<file path="config.mk">
export PLATFORM = sky130hd
export DESIGN_NAME = fetch_stage
export DESIGN_NICKNAME = d
export VERILOG_FILES = /design/src/rtl/fetch_stage.sv
export SDC_FILE = /design/constraint.sdc
export NUM_CORES = 1
export LEC_CHECK = 0
export BUFFER_PORTS_ARGS = -buffer_cell sky130_fd_sc_hd__buf_4
export CAP_MARGIN = 20
export CORE_MARGIN = 1
export CORE_UTILIZATION = 45
export DETAILED_ROUTE_END_ITERATION = 12
export GPL_TIMING_DRIVEN = 1
export PLACE_DENSITY = 0.75
export SETUP_SLACK_MARGIN = 0.02
export SYNTH_ARGS = -nofsm -noshare
export SYNTH_HDL_FRONTEND = slang
export SYNTH_SLANG_ARGS = --single-unit
</file>
<file path="constraint.sdc">
create_clock -name clk -period 5 [get_ports clk]
set_clock_uncertainty 0.15 [all_clocks]
set_input_delay 0.75 -clock clk [delete_from_list [all_inputs] [get_ports clk]]
set_output_delay 0.75 -clock clk [all_outputs]
set_load 0.01 [all_outputs]
</file>
<file path="src/rtl/fetch_stage.sv">
// Instruction fetch stage: owns the PC, drives the asynchronous instruction
// memory address and registers the returned word into the IF/ID stage.
// Handles stall, flush, redirect and halting past the end of memory.
module fetch_stage #(
  parameter logic [31:0] RESET_PC   = 32'h0000_0000,
  parameter int          IMEM_WORDS = 64
) (
  input  logic        clk,
  input  logic        reset_n,
  output logic [31:0] imem_addr,
  input  logic [31:0] imem_instr,
  input  logic        stall_f,
  input  logic        flush_d,
  input  logic        redirect,
  input  logic [31:0] redirect_pc,
  output logic [31:0] pc_d,
  output logic [31:0] pc_plus4_d,
  output logic [31:0] instr_d,
  output logic        valid_d,
  output logic        halted
);

  localparam logic [1:0] S_BOOT = 2'd0;
  localparam logic [1:0] S_RUN  = 2'd1;
  localparam logic [1:0] S_HALT = 2'd2;

  // First byte address past the end of instruction memory; 33 bits so the
  // compare cannot wrap even for a full 4 GiB memory.
  localparam logic [32:0] PC_LIMIT = 33'(4 * IMEM_WORDS);

  logic [1:0]  state_q, state_d;
  logic [31:0] pc_f_q, pc_f_d;
  logic        ifid_vld_q, ifid_vld_d;
  logic [31:0] ifid_instr_q, ifid_instr_d;
  logic [31:0] ifid_pc_q, ifid_pc_d;
  logic [31:0] ifid_pc4_q, ifid_pc4_d;

  logic [31:0] pc_f_plus4;
  logic [31:0] redir_pc_aligned;
  logic        out_of_range;
  logic        load_bubble;
  logic        load_fetch;

  assign pc_f_plus4       = pc_f_q + 32'd4;
  assign redir_pc_aligned = redirect_pc & ~32'h3;
  assign out_of_range     = {1'b0, pc_f_q} >= PC_LIMIT;

  // Next-state selection: PC/state update and what IF/ID loads on this edge.
  always_comb begin
    state_d     = state_q;
    pc_f_d      = pc_f_q;
    load_bubble = 1'b0;
    load_fetch  = 1'b0;
    case (state_q)
      S_BOOT: begin
        // Redirect deliberately ignored: nothing downstream is live yet.
        state_d     = S_RUN;
        load_bubble = 1'b1;
      end
      S_HALT: begin
        load_bubble = 1'b1;
        if (redirect) begin
          state_d = S_RUN;
          pc_f_d  = redir_pc_aligned;
        end
      end
      S_RUN: begin
        if (redirect) begin
          pc_f_d      = redir_pc_aligned;
          load_bubble = 1'b1;
        end else if (out_of_range) begin
          state_d     = S_HALT;
          load_bubble = 1'b1;
        end else if (stall_f) begin
          // PC and IF/ID hold; a flush still kills the held instruction.
          load_bubble = flush_d;
        end else begin
          pc_f_d      = pc_f_plus4;
          load_bubble = flush_d;
          load_fetch  = ~flush_d;
        end
      end
      default: begin
        // Unused encoding: recover through BOOT with a bubble.
        state_d     = S_BOOT;
        load_bubble = 1'b1;
      end
    endcase
  end

  // IF/ID next values: bubble is all-zero with valid cleared.
  always_comb begin
    ifid_vld_d   = ifid_vld_q;
    ifid_instr_d = ifid_instr_q;
    ifid_pc_d    = ifid_pc_q;
    ifid_pc4_d   = ifid_pc4_q;
    if (load_bubble) begin
      ifid_vld_d   = 1'b0;
      ifid_instr_d = 32'h0;
      ifid_pc_d    = 32'h0;
      ifid_pc4_d   = 32'h0;
    end else if (load_fetch) begin
      ifid_vld_d   = 1'b1;
      ifid_instr_d = imem_instr;
      ifid_pc_d    = pc_f_q;
      ifid_pc4_d   = pc_f_plus4;
    end
  end

  // State, PC and IF/ID registers with asynchronous clear.
  always_ff @(posedge clk or negedge reset_n) begin
    if (!reset_n) begin
      state_q      <= S_BOOT;
      pc_f_q       <= RESET_PC & ~32'h3;
      ifid_vld_q   <= 1'b0;
      ifid_instr_q <= 32'h0;
      ifid_pc_q    <= 32'h0;
      ifid_pc4_q   <= 32'h0;
    end else begin
      state_q      <= state_d;
      pc_f_q       <= pc_f_d;
      ifid_vld_q   <= ifid_vld_d;
      ifid_instr_q <= ifid_instr_d;
      ifid_pc_q    <= ifid_pc_d;
      ifid_pc4_q   <= ifid_pc4_d;
    end
  end

  assign imem_addr  = pc_f_q;
  assign pc_d       = ifid_pc_q;
  assign pc_plus4_d = ifid_pc4_q;
  assign instr_d    = ifid_instr_q;
  assign valid_d    = ifid_vld_q;
  assign halted     = (state_q == S_HALT);

endmodule

</file>
==> impl_summary.log, run 1 <==
INFO  metric yosys_warnings = 0
INFO  metric cpLargestDelayFamily = simple AND/OR/NAND/NOR gates
INFO  metric antenna_cells_inserted = 0
INFO  metric drv.max_cap_violation_count = 0
INFO  metric worst_setup_path_end_kind = flop
INFO  metric seq_power_share = 43.4%
INFO  metric setup_viol = 0
INFO  metric yosys_most_used_dff = sky130_fd_sc_hd__dfrtp_1
INFO  metric worst_slew_margin_rel = 35.0%
INFO  metric die-area = 11500 sq um
INFO  metric vertical_die_dimension = 107 um
INFO  metric flow.area_growth_from_synthesis = 40.9%
INFO  metric async_flop_share = 100%
INFO  metric synth.yosys.seq_area_share = 63.1%
INFO  metric routed_wirelength = 12900 um
INFO  metric worstPathCellList = nor4_1 > and4_1 > nand4_4 > nor4b_4 > buf_4 > a22o_1
INFO  metric min_period_over_period = 53.5%
INFO  metric first_global_vias = 3866
INFO  metric count_of_flip_flops_with_a_built_in_enable_after_synthesis = 0
INFO  metric actual_slew_at_the_worst_max_slew_pin = 971 ps
INFO  metric drt-pass1-iter-count = 4
INFO  metric vias = 3955
INFO  metric htree_levels = 4
INFO  metric final_antenna_net_count = 0
INFO  metric ys_seq_elements = 126
INFO  metric grt_antenna_before_repair = 0
INFO  metric clk_pin_slew_worst_paths = 60 ps
INFO  metric floorplan.rows = 38
INFO  metric grt_setup_unrepaired = no
INFO  metric cts_inserted_buffers = 17
INFO  metric synth.lib_cells_used.distinct = 45
INFO  metric netlist_area = 5000 sq um
INFO  metric clock_latency = 510 ps
INFO  metric timing.critical_path.arrival = 2960 ps
INFO  metric cts_resized = 0
INFO  metric cts_max_path_buffers = 2
INFO  metric dp.final_hpwl = 8930 um
INFO  metric start_util = 46.1%
INFO  metric portBuffers = 194
INFO  metric design.final.nets = 665
INFO  metric peak_per_stage_delay_on_the_critical_path = 510 ps
INFO  metric p_sw_share = 30.7%
INFO  metric layout-drive-gt1-share = 40.4%
INFO  metric cts.repair_timing.setup_buffer_count = 0
INFO  metric power_density = 422 nW/um^2
INFO  metric post-route-cell-area = 7050 sq um
INFO  metric worst-setup-path-type = reg2reg
INFO  metric crit_fanout = 69
INFO  metric fp.dieW = 107 um
INFO  metric clock_sinks = 126
INFO  metric pleak = 3.58 nW
INFO  metric report.final.hold_viol_count = 0
INFO  metric io_pins = 199
INFO  metric power.share.clock = 37.9%
INFO  metric grt_remaining_overflow = 0
INFO  metric fin_util = 65.0%
INFO  metric timing.critical_path.slowest_stage_cell = sky130_fd_sc_hd__buf_4
INFO  metric dp_worst_setup_slack = 2350 ps
INFO  metric timing.reg2reg.setup_slack = 2330 ps
INFO  metric post-route-worst-setup-slack = 2330 ps
INFO  metric remaining_design_rule_violation_count = 0
INFO  metric fin_setup_tns = 0 ps
INFO  metric cts_root_buffer = sky130_fd_sc_hd__clkbuf_8
INFO  metric grt_max_degree = 70
INFO  metric clock.fmax = 374 MHz
INFO  metric peakVddDrop = 249 uV
INFO  metric p_int = 2.06 mW
INFO  metric p_switching = 912 uW
INFO  metric grt_pass1_wl = 20000 um
INFO  metric comb_power_share = 18.7%
INFO  metric cts_tree = done
INFO  metric timing.hold.worst.class = in2async
INFO  metric status = completed
INFO  metric routedWlPerCell = 17.2 um
INFO  metric synth_area_per_cell = 12.3 sq um
INFO  metric track_usage = 22.8%
INFO  metric post_synth_inst_count = 405
INFO  metric worst_setup_path_start_kind = flop
INFO  metric dpl-instance-area = 6490 sq um
INFO  metric cp.buffers_inverters = 1
INFO  metric floorplan.core_area = 10800 sq um
INFO  metric drv_slew = 0
INFO  metric critical_path_required_time = 5290 ps
INFO  metric finalCriticalPeriod = 2670 ps
INFO  metric drt-initial-drc-count = 259
INFO  metric gp_congestion = 0.815
INFO  metric post_drt_via_cell_ratio = 5.29
INFO  metric quantity_of_hold_fixing_buffers_added_after_cts = 0
## cell families after synthesis
logic type	after synthesis	share of synthesized area (%)
compound gates	96	14.3
xor+xnor	5	0.876
fa+ha+maj	3	0.701
buf+inv	37	4.18
flops	126	63.1
mux	4	0.901
other cells	1	0.0750
simple gates	133	15.9
## cell type report
cell class / count / area, sq um
Fill cell: 845 / 3790
Inverter: 6 / 22.5
Sequential cell: 126 / 3150
Clock inverter: 15 / 138
Tap cell: 140 / 175
Multi-Input combinational cell: 243 / 1640
Timing Repair Buffer: 200 / 1500
Clock buffer: 17 / 414
## per-layer routing
layer / vias up / wire [um] / track usage (%)
met2: 192 / 6220 / 36.6
met1: 1931 / 5380 / 29.0
met3: 17 / 1120 / 7.38
met5: - / 0 / 0
li1: 1815 / - / -
met4: 0 / 154 / 7.83
## path summary, 6_finish.rpt
check,from,endpoint,cells past startpoint
worst min register to register,pc_plus4_d[10]$_DFFE_PN0P_,pc_plus4_d[10]$_DFFE_PN0P_,1
min in group clk,imem_instr[31],instr_d[31]$_DFFE_PN0P_,2
worst max register to register,imem_addr[8]$_DFFE_PN0P_,instr_d[11]$_DFFE_PN0P_,6
worst max-delay path,imem_addr[8]$_DFFE_PN0P_,instr_d[11]$_DFFE_PN0P_,6
worst min-delay path,reset_n,imem_addr[15]$_DFFE_PN0P_,1
max in group asynchronous,reset_n,instr_d[8]$_DFFE_PN0P_,2
## sequential cells by signal, summed over array words and instances (netlist names)
signal,flops
imem_addr,30
pc_d,31
valid_d,1
state_q,2
instr_d,32
pc_plus4_d,30
## metrics by stage
stage | hold WS [ps] | power, mW | instances
CTS | 4.24 | 3.00 | 747
floorplan | 304 | 1.54 | 406
global route | 22.5 | 3.11 | 747
finish | 18.7 | 2.97 | 747
global placement | 320 | 1.83 | 715
detailed placement | 322 | 1.86 | 715
## cells in the final DEF, fill, tap and decap left out, drive strengths merged, types with 3 or more instances in the layout
cell      synthesis  routed
o21ai             7       7
o22a              4       4
and4              3       3
nor4              9       9
a22o             46      46
dfrtp           126     126
xnor2             4       4
mux2              4       4
a21oi            19      19
buf              23     200
o22ai             8       8
inv               6      10
nand2            26      26
clkinv            0       4
clkbuf            8      17
and2             49      49
nand4             3       3
nand3            15      15
clkinvlp          0       6
nor2             17      17
## power groups by stage
| stage | logic [mW] | registers, mW | clock network [mW] |
|---|---|---|---|
| 2_1_floorplan | 0.253 | 1.29 | 0 |
| 3_3_place_gp | 0.539 | 1.29 | 0 |
| 3_5_place_dp | 0.555 | 1.30 | 0 |
| 4_1_cts | 0.559 | 1.29 | 1.15 |
| 5_1_grt | 0.604 | 1.31 | 1.20 |
| 6_report | 0.554 | 1.29 | 1.13 |
## cell usage after synthesis (6+ instances only)
| cell type | n | area [sq um] |
|---|---|---|
| sky130_fd_sc_hd__buf_2 | 8 | 40.0 |
| sky130_fd_sc_hd__o22ai_1 | 8 | 50.1 |
| sky130_fd_sc_hd__nand3_1 | 15 | 75.1 |
| sky130_fd_sc_hd__nand2_1 | 26 | 97.6 |
| sky130_fd_sc_hd__a22o_1 | 46 | 403 |
| sky130_fd_sc_hd__inv_1 | 6 | 22.5 |
| sky130_fd_sc_hd__dfrtp_1 | 126 | 3150 |
| sky130_fd_sc_hd__buf_4 | 10 | 75.1 |
| sky130_fd_sc_hd__clkbuf_1 | 8 | 30.0 |
| sky130_fd_sc_hd__a21oi_1 | 19 | 95.1 |
| sky130_fd_sc_hd__and2_1 | 49 | 307 |
| sky130_fd_sc_hd__o21ai_0 | 7 | 35.0 |
| sky130_fd_sc_hd__nor2_1 | 17 | 63.8 |
Note: power is estimated with default switching activity, not from simulation.
==> run 2, diff against run 1 <==
==> constraint.sdc (replaced) <==
create_clock -name clk -period 2.5 [get_ports clk]
set_clock_uncertainty 0.15 [all_clocks]
set_input_delay 0.375 -clock clk [delete_from_list [all_inputs] [get_ports clk]]
set_output_delay 0.375 -clock clk [all_outputs]
set_load 0.01 [all_outputs]
==> run 2 against run 1 <==
  * Worst setup slack worse by 2200 ps
  * Combinational power is 120% higher
  * Routed wire length is 8.1% higher
  * Highest routed layer unchanged
==> impl_summary.log, run 2 (synthesized netlist as in run 1, its figures left out) <==
INFO  metric cp.buffers_inverters = 2 (+1)
INFO  metric cts_inserted_buffers = 17 (unchanged)
INFO  metric crit_fanout = 47 (-32%)
INFO  metric cts_root_buffer = sky130_fd_sc_hd__clkbuf_8
INFO  metric clock.fmax = 414 MHz (+11%)
INFO  metric die-area = 11500 sq um (unchanged)
INFO  metric fp.dieW = 107 um (unchanged)
INFO  metric drv_slew = 0 (unchanged)
INFO  metric post-route-cell-area = 7710 sq um (+9.4%)
INFO  metric fin_util = 71.1% (+6.1 points)
INFO  metric drt-initial-drc-count = 292 (+13%)
INFO  metric drv.max_cap_violation_count = 0 (unchanged)
INFO  metric timing.critical_path.slowest_stage_cell = sky130_fd_sc_hd__dfrtp_1
INFO  metric cpLargestDelayFamily = simple AND/OR/NAND/NOR gates
INFO  metric cts_max_path_buffers = 2 (unchanged)
INFO  metric htree_levels = 4 (unchanged)
INFO  metric worstPathCellList = nor4_2 > and4_2 > nand4_4 > nor4b_4 > buf_4 > buf_12 > a22o_1
INFO  metric vias = 4188 (+5.9%)
INFO  metric setup_viol = 0 (unchanged)
INFO  metric routed_wirelength = 13900 um (+8.1%)
INFO  metric power.share.clock = 39.8% (+1.9 points)
INFO  metric clock_latency = 500 ps (about the same)
INFO  metric io_pins = 199 (unchanged)
INFO  metric pleak = 3.87 nW (+8.1%)
INFO  metric track_usage = 24.9% (+2.1 points)
INFO  metric clock_sinks = 126 (unchanged)
INFO  metric grt_setup_unrepaired = no
INFO  metric gp_congestion = 0.823 (+1.0%)
INFO  metric dp_cells = 721 (+0.84%)
INFO  metric mostFrequentLayoutCells = 203 x sky130_fd_sc_hd__buf_4, 126 x sky130_fd_sc_hd__dfrtp_1, 49 x sky130_fd_sc_hd__and2_1
INFO  metric grt_antenna_before_repair = 0 (unchanged)
INFO  metric timing.hold.worst.class = in2reg
INFO  metric peakVddDrop = 510 uV (+100%)
INFO  metric floorplan.core_area = 10800 sq um (unchanged)
INFO  metric actual_slew_at_the_worst_max_slew_pin = 754 ps (-217 ps)
INFO  metric nFillCells = 771 (-8.8%)
INFO  metric status = completed
INFO  metric totalPowerFinal = 6.31 mW (+110%)
INFO  metric layout-drive-gt1-share = 38.2% (-2.1 points)
INFO  metric cts_tree = done
INFO  metric p_int = 4.51 mW (+120%)
INFO  metric worst_slew_margin_rel = 49.5% (+15 points)
INFO  metric layout_commonest_cell = sky130_fd_sc_hd__buf_4
INFO  metric design.final.nets = 720 (+8.3%)
INFO  metric remaining_design_rule_violation_count = 0 (unchanged)
INFO  metric post_drt_via_cell_ratio = 5.22 (-1.4%)
INFO  metric p_sw_share = 28.6% (-2.1 points)
INFO  metric grt_max_degree = 127 (+81%)
INFO  metric number_of_flip_flops_under_the_largest_register_name = 32 (unchanged)
INFO  metric clk_pin_slew_worst_paths = 60 ps (about the same)
INFO  metric timing.critical_path.arrival = 2690 ps (-270 ps)
INFO  metric p_switching = 1.81 mW (+98%)
INFO  metric start_util = 46.1% (unchanged)
INFO  metric vertical_die_dimension = 107 um (unchanged)
INFO  metric worst-setup-path-type = reg2reg
INFO  metric report.final.hold_viol_count = 0 (unchanged)
INFO  metric antenna_cells_inserted = 0 (unchanged)
INFO  metric routedWlPerCell = 17.3 um (+0.65%)
INFO  metric fin_setup_tns = 0 ps (unchanged)
INFO  metric dpl-instance-area = 6590 sq um (+1.5%)
INFO  metric portBuffers = 194 (unchanged)
INFO  metric final_antenna_net_count = 0 (unchanged)
INFO  metric dp.final_hpwl = 8480 um (-5.0%)
INFO  metric floorplan.rows = 38 (unchanged)
INFO  metric seq_power_share = 40.6% (-2.8 points)
INFO  metric grt_remaining_overflow = 0 (unchanged)
INFO  metric drt-pass1-iter-count = 4 (unchanged)
INFO  metric comb_power_share = 19.7% (+1.0 points)
INFO  metric final_cells = 802 (+7.4%)
INFO  metric dp_worst_setup_slack = 30.7 ps (-2320 ps)
INFO  metric power_density = 819 nW/um^2 (+94%)
INFO  metric grt_pass1_wl = 21700 um (+8.4%)
INFO  metric critical_path_required_time = 2780 ps (-2510 ps)
INFO  metric peak_per_stage_delay_on_the_critical_path = 450 ps (-60 ps)
INFO  metric worst_setup_path_end_kind = flop
INFO  metric post-route-worst-setup-slack = 87.1 ps (-2240 ps)
INFO  metric worst_setup_path_start_kind = flop
INFO  metric first_global_vias = 4146 (+7.2%)
INFO  metric flow.area_growth_from_synthesis = 54.2%
INFO  metric finalHoldWorstSlack = 25.0 ps (+6.27 ps)
INFO  metric finalCriticalPeriod = 2410 ps (-261 ps)
INFO  metric min_period_over_period = 96.5% (+43 points)
## run 2: changes by cell type in the layout (fill, tap and decap cells not counted), sizes merged
| cell | delta |
|---|---|
| buf | +7 |
| bufinv | +3 |
| dlygate4sd3 | +47 |
| clkbuf | +3 |
| clkinv | -1 |
| inv | -1 |
| clkinvlp | -3 |
## run 2: worst reg2reg max path, cell delays in order (launching register included)
cell and delay, ps:
sky130_fd_sc_hd__dfrtp_1 450, sky130_fd_sc_hd__nor4_2 350, sky130_fd_sc_hd__and4_2 330, sky130_fd_sc_hd__nand4_4 100
sky130_fd_sc_hd__nor4b_4 290, sky130_fd_sc_hd__buf_4 180, sky130_fd_sc_hd__buf_12 220, sky130_fd_sc_hd__a22o_1 260
## run 2: cell type report
type	count	area (sq um)	share of cell area [%]
clock inverter	13	188	2.43
sequential	126	3150	40.9
clock buffer	19	422	5.47
multi-input combinational	243	1650	21.4
inverter	6	22.5	0.292
timing repair buffer	255	2100	27.2
tap	140	175	2.27
## run 2: routing by layer
layer	wire length, um	vias up	global-route usage (%)
li1	-	1927	-
met1	5800	2037	31.8
met2	6760	206	39.6
met3	1150	18	7.57
met4	187	0	9.78
met5	0	-	0
## run 2: final timing paths
| kind | from | to | slack (ps) | depth (start not counted) |
|---|---|---|---|---|
| max in group asynchronous | reset_n | pc_plus4_d[27]$_DFFE_PN0P_ | 1360 | 3 |
| min reg2reg | pc_d[20]$_DFFE_PN0P_ | pc_d[20]$_DFFE_PN0P_ | 330 | 1 |
| min in group asynchronous | reset_n | imem_addr[6]$_DFFE_PN0P_ | 350 | 3 |
| min | redirect_pc[4] | imem_addr[4]$_DFFE_PN0P_ | 20 | 3 |
| max | imem_addr[11]$_DFFE_PN0P_ | instr_d[15]$_DFFE_PN0P_ | 90 | 7 |
| max reg2reg | imem_addr[11]$_DFFE_PN0P_ | instr_d[15]$_DFFE_PN0P_ | 90 | 7 |
## run 2: what timing repair did
| action | in CTS | in global routing |
|---|---|---|
| hold buffers | 47 | 0 |
| endpoints found under the hold margin | 171 | 0 |
| setup endpoints to repair | 55 | 47 |
| cloned | 1 | 0 |
| buffers inserted | 0 | 1 |
| resized for setup | 1 | 2 |
| pin swaps | 0 | 1 |
## run 2: power groups by stage
stage	Clock (mW)	Combinational (mW)	Sequential [mW]
6_report	2.51	1.24	2.56
5_1_grt	2.67	1.36	2.60
4_1_cts	2.55	1.25	2.55
3_5_place_dp	0	1.18	2.58
3_3_place_gp	0	1.15	2.56
2_1_floorplan	0	0.505	2.58
==> run 3, diff against run 2 <==
--- a/config.mk
+++ b/config.mk
@@ -7,11 +7,13 @@
 export LEC_CHECK = 0
 export BUFFER_PORTS_ARGS = -buffer_cell sky130_fd_sc_hd__buf_4
 export CAP_MARGIN = 20
+export CELL_PAD_IN_SITES_DETAIL_PLACEMENT = 2
+export CELL_PAD_IN_SITES_GLOBAL_PLACEMENT = 2
 export CORE_MARGIN = 1
-export CORE_UTILIZATION = 45
+export CORE_UTILIZATION = 30
 export DETAILED_ROUTE_END_ITERATION = 12
 export GPL_TIMING_DRIVEN = 1
-export PLACE_DENSITY = 0.75
+export PLACE_DENSITY = 0.79
 export SETUP_SLACK_MARGIN = 0.02
 export SYNTH_ARGS = -nofsm -noshare
 export SYNTH_HDL_FRONTEND = slang
==> constraint.sdc (replaced) <==
create_clock -name clk -period 2.5 [get_ports clk]
set_clock_uncertainty 0.15 [all_clocks]
set_input_delay 0.375 -clock clk [delete_from_list [all_inputs] [get_ports clk]]
set_output_delay 0.375 -clock clk [all_outputs]
set_load 0.1 [all_outputs]
==> run 3 against run 2 <==
  * Sequential share of layout area grew 1.8 points
  * Global-route usage down 3.1 points
  * Routed wire length up 32%
  * Worst hold slack hardly changed
  * First-iteration DRC count shrank 57%
  * Combinational power rose by 120%
  * Die area increased by 49%
  * Via count is 1.7% lower
  * Power up 25%
  * Utilization fell by 25 points
  * Largest power group is now combinational cells
==> impl_summary.log, run 3 (synthesized netlist as in run 1, its figures left out) <==
INFO  metric area.sequential = 3170 sq um (+0.60%)
INFO  metric status = completed
INFO  metric first_global_vias = 4624 (+12%)
INFO  metric fin_util = 46.3% (-25 points)
INFO  metric die-area = 17200 sq um (+49%)
INFO  metric cts_tree = done
INFO  metric post-route-cell-area = 7430 sq um (-3.6%)
INFO  metric vertical_die_dimension = 131 um (+22%)
INFO  metric floorplan.core_area = 16100 sq um (+48%)
INFO  metric worst_setup_path_start_kind = flop
INFO  metric dp_worst_setup_slack = 99.8 ps (+69.1 ps)
INFO  metric drt-initial-drc-count = 127 (-57%)
INFO  metric clock_latency = 420 ps (-80 ps)
INFO  metric cts_inserted_buffers = 17 (unchanged)
INFO  metric min_period_over_period = 93.9% (-2.6 points)
INFO  metric timing.critical_path.arrival = 2550 ps (-140 ps)
INFO  metric routedWlPerCell = 21.9 um (+26%)
INFO  metric layout_commonest_cell = sky130_fd_sc_hd__buf_4
INFO  metric antenna_cells_inserted = 0 (unchanged)
INFO  metric power_density = 1060 nW/um^2 (+29%)
INFO  metric track_usage = 21.8% (-3.1 points)
INFO  metric crit_fanout = 30 (-36%)
INFO  metric gp_congestion = 0.806 (-2.0%)
INFO  metric final_antenna_net_count = 0 (unchanged)
INFO  metric drt-pass1-iter-count = 4 (unchanged)
INFO  metric portBuffers = 194 (unchanged)
INFO  metric nFillCells = 1597 (+110%)
INFO  metric htree_levels = 4 (unchanged)
INFO  metric drv.max_cap_violation_count = 0 (unchanged)
INFO  metric pleak = 3.71 nW (-4.1%)
INFO  metric setup_viol = 0 (unchanged)
INFO  metric actual_slew_at_the_worst_max_slew_pin = 652 ps (-102 ps)
INFO  metric start_util = 31.1% (-15 points)
INFO  metric multi_input_area = 1650 sq um (about the same)
INFO  metric design.final.nets = 682 (-5.3%)
INFO  metric grt_pass1_wl = 27300 um (+26%)
INFO  metric cts_root_buffer = sky130_fd_sc_hd__clkbuf_16
INFO  metric worst-setup-path-type = reg2reg
INFO  metric fp.dieW = 131 um (+22%)
INFO  metric timing.reg2reg.setup_slack = 150 ps (+60 ps)
INFO  metric drv_slew = 0 (unchanged)
INFO  metric post-route-worst-setup-slack = 152 ps (+64.9 ps)
INFO  metric grt_max_degree = 64 (-50%)
INFO  metric worst_setup_path_end_kind = flop
INFO  metric grt_setup_unrepaired = no
INFO  metric post_drt_via_cell_ratio = 4.90 (-6.2%)
INFO  metric finalCriticalPeriod = 2350 ps (-64.9 ps)
INFO  metric clock_sinks = 126 (unchanged)
INFO  metric terminus_of_the_critical_flop_to_flop_path = instr_d[24]$_DFFE_PN0P_
INFO  metric grt_antenna_before_repair = 0 (unchanged)
INFO  metric layout-drive-gt1-share = 44.6% (+6.3 points)
INFO  metric vias = 4115 (-1.7%)
INFO  metric timing.hold.worst.class = in2reg
INFO  metric dpl-instance-area = 6770 sq um (+2.8%)
INFO  metric reg2reg_depth = 8 (+1)
INFO  metric cts_max_path_buffers = 2 (unchanged)
INFO  metric io_pins = 199 (unchanged)
INFO  metric report.final.hold_viol_count = 0 (unchanged)
INFO  metric worst_slew_margin_rel = 56.5% (+7.0 points)
INFO  metric remaining_design_rule_violation_count = 0 (unchanged)
INFO  metric number_of_flip_flops_under_the_largest_register_name = 32 (unchanged)
INFO  metric mostFrequentLayoutCells = 210 x sky130_fd_sc_hd__buf_4, 111 x sky130_fd_sc_hd__dfrtp_1, 49 x sky130_fd_sc_hd__and2_1
INFO  metric clk_pin_slew_worst_paths = 60 ps (about the same)
INFO  metric critical_path.reg2reg.startpoint = imem_addr[11]$_DFFE_PN0P_
INFO  metric critPathLaunch = imem_addr[11]$_DFFE_PN0P_
INFO  metric peakVddDrop = 981 uV (+92%)
INFO  metric floorplan.rows = 46 (+21%)
INFO  metric grt_remaining_overflow = 0 (unchanged)
INFO  metric flow.area_growth_from_synthesis = 48.7%
INFO  metric clock.fmax = 426 MHz (+2.8%)
INFO  metric fin_setup_tns = 0 ps (unchanged)
INFO  metric critical_path_required_time = 2700 ps (-80 ps)
INFO  metric dp.final_hpwl = 12200 um (+44%)
INFO  metric critical_path.endpoint = instr_d[24]$_DFFE_PN0P_
INFO  metric routed_wirelength = 18400 um (+32%)
[run 3: area by class of cell]
cell class | count | area share (%)
sequential | 126 | 42.7
timing repair buffer | 217 | 22.8
multi-input combinational | 243 | 22.2
clock buffer | 18 | 5.91
tap | 216 | 3.64
clock inverter | 14 | 2.46
inverter | 6 | 0.303
[run 3: timing repair]
item	4_1_cts	5_1_grt
buffers inserted	0	1
hold endpoints to repair	42	0
hold buffers	1	0
gates resized for setup	0	4
setup endpoints to repair	0	79
[run 3: stage by stage]
step	std cells	power (mW)	hold slack, ps
2_1_floorplan	406	4.48	-70.6
3_3_place_gp	805	5.21	277
3_5_place_dp	805	5.29	289
4_1_cts	838	7.96	6.58
5_1_grt	840	8.16	12.4
6_report	840	7.87	24.6
[run 3: critical path, stage by stage (launching register included)]
cell and delay, ps:
sky130_fd_sc_hd__dfrtp_2 400, sky130_fd_sc_hd__nor4_1 280, sky130_fd_sc_hd__buf_4 170, sky130_fd_sc_hd__and4_2 270, sky130_fd_sc_hd__nand4_4 110, sky130_fd_sc_hd__nor4b_4 290, sky130_fd_sc_hd__buf_4 190, sky130_fd_sc_hd__buf_6 230
sky130_fd_sc_hd__a22o_1 190
[run 3: power breakdown]
group	total (mW)	internal, mW	switching [mW]
logic	2.68	0.633	2.04
clock network	2.62	1.61	1.01
registers	2.58	2.26	0.316
total	7.87	4.51	3.36
[run 3: layer usage]
layer,share of wire (%),global-route usage [%]
met5,0,0
met3,10,8.85
met2,51,38.5
met4,1.4,7.57
met1,37,23.5
[run 3: worst min path at each step]
stage	start	endpoint	slack [ps]	depth (start not counted)
after global placement	reset_n	pc_plus4_d[28]$_DFFE_PN0P_	280	1
final	imem_instr[31]	instr_d[31]$_DFFE_PN0P_	20	2
after detailed placement	reset_n	pc_plus4_d[28]$_DFFE_PN0P_	290	1
after floorplan	reset_n	imem_addr[10]$_DFFE_PN0P_	-70	0
after global routing	imem_instr[30]	instr_d[30]$_DFFE_PN0P_	10	2
after CTS	imem_instr[30]	instr_d[30]$_DFFE_PN0P_	7	2
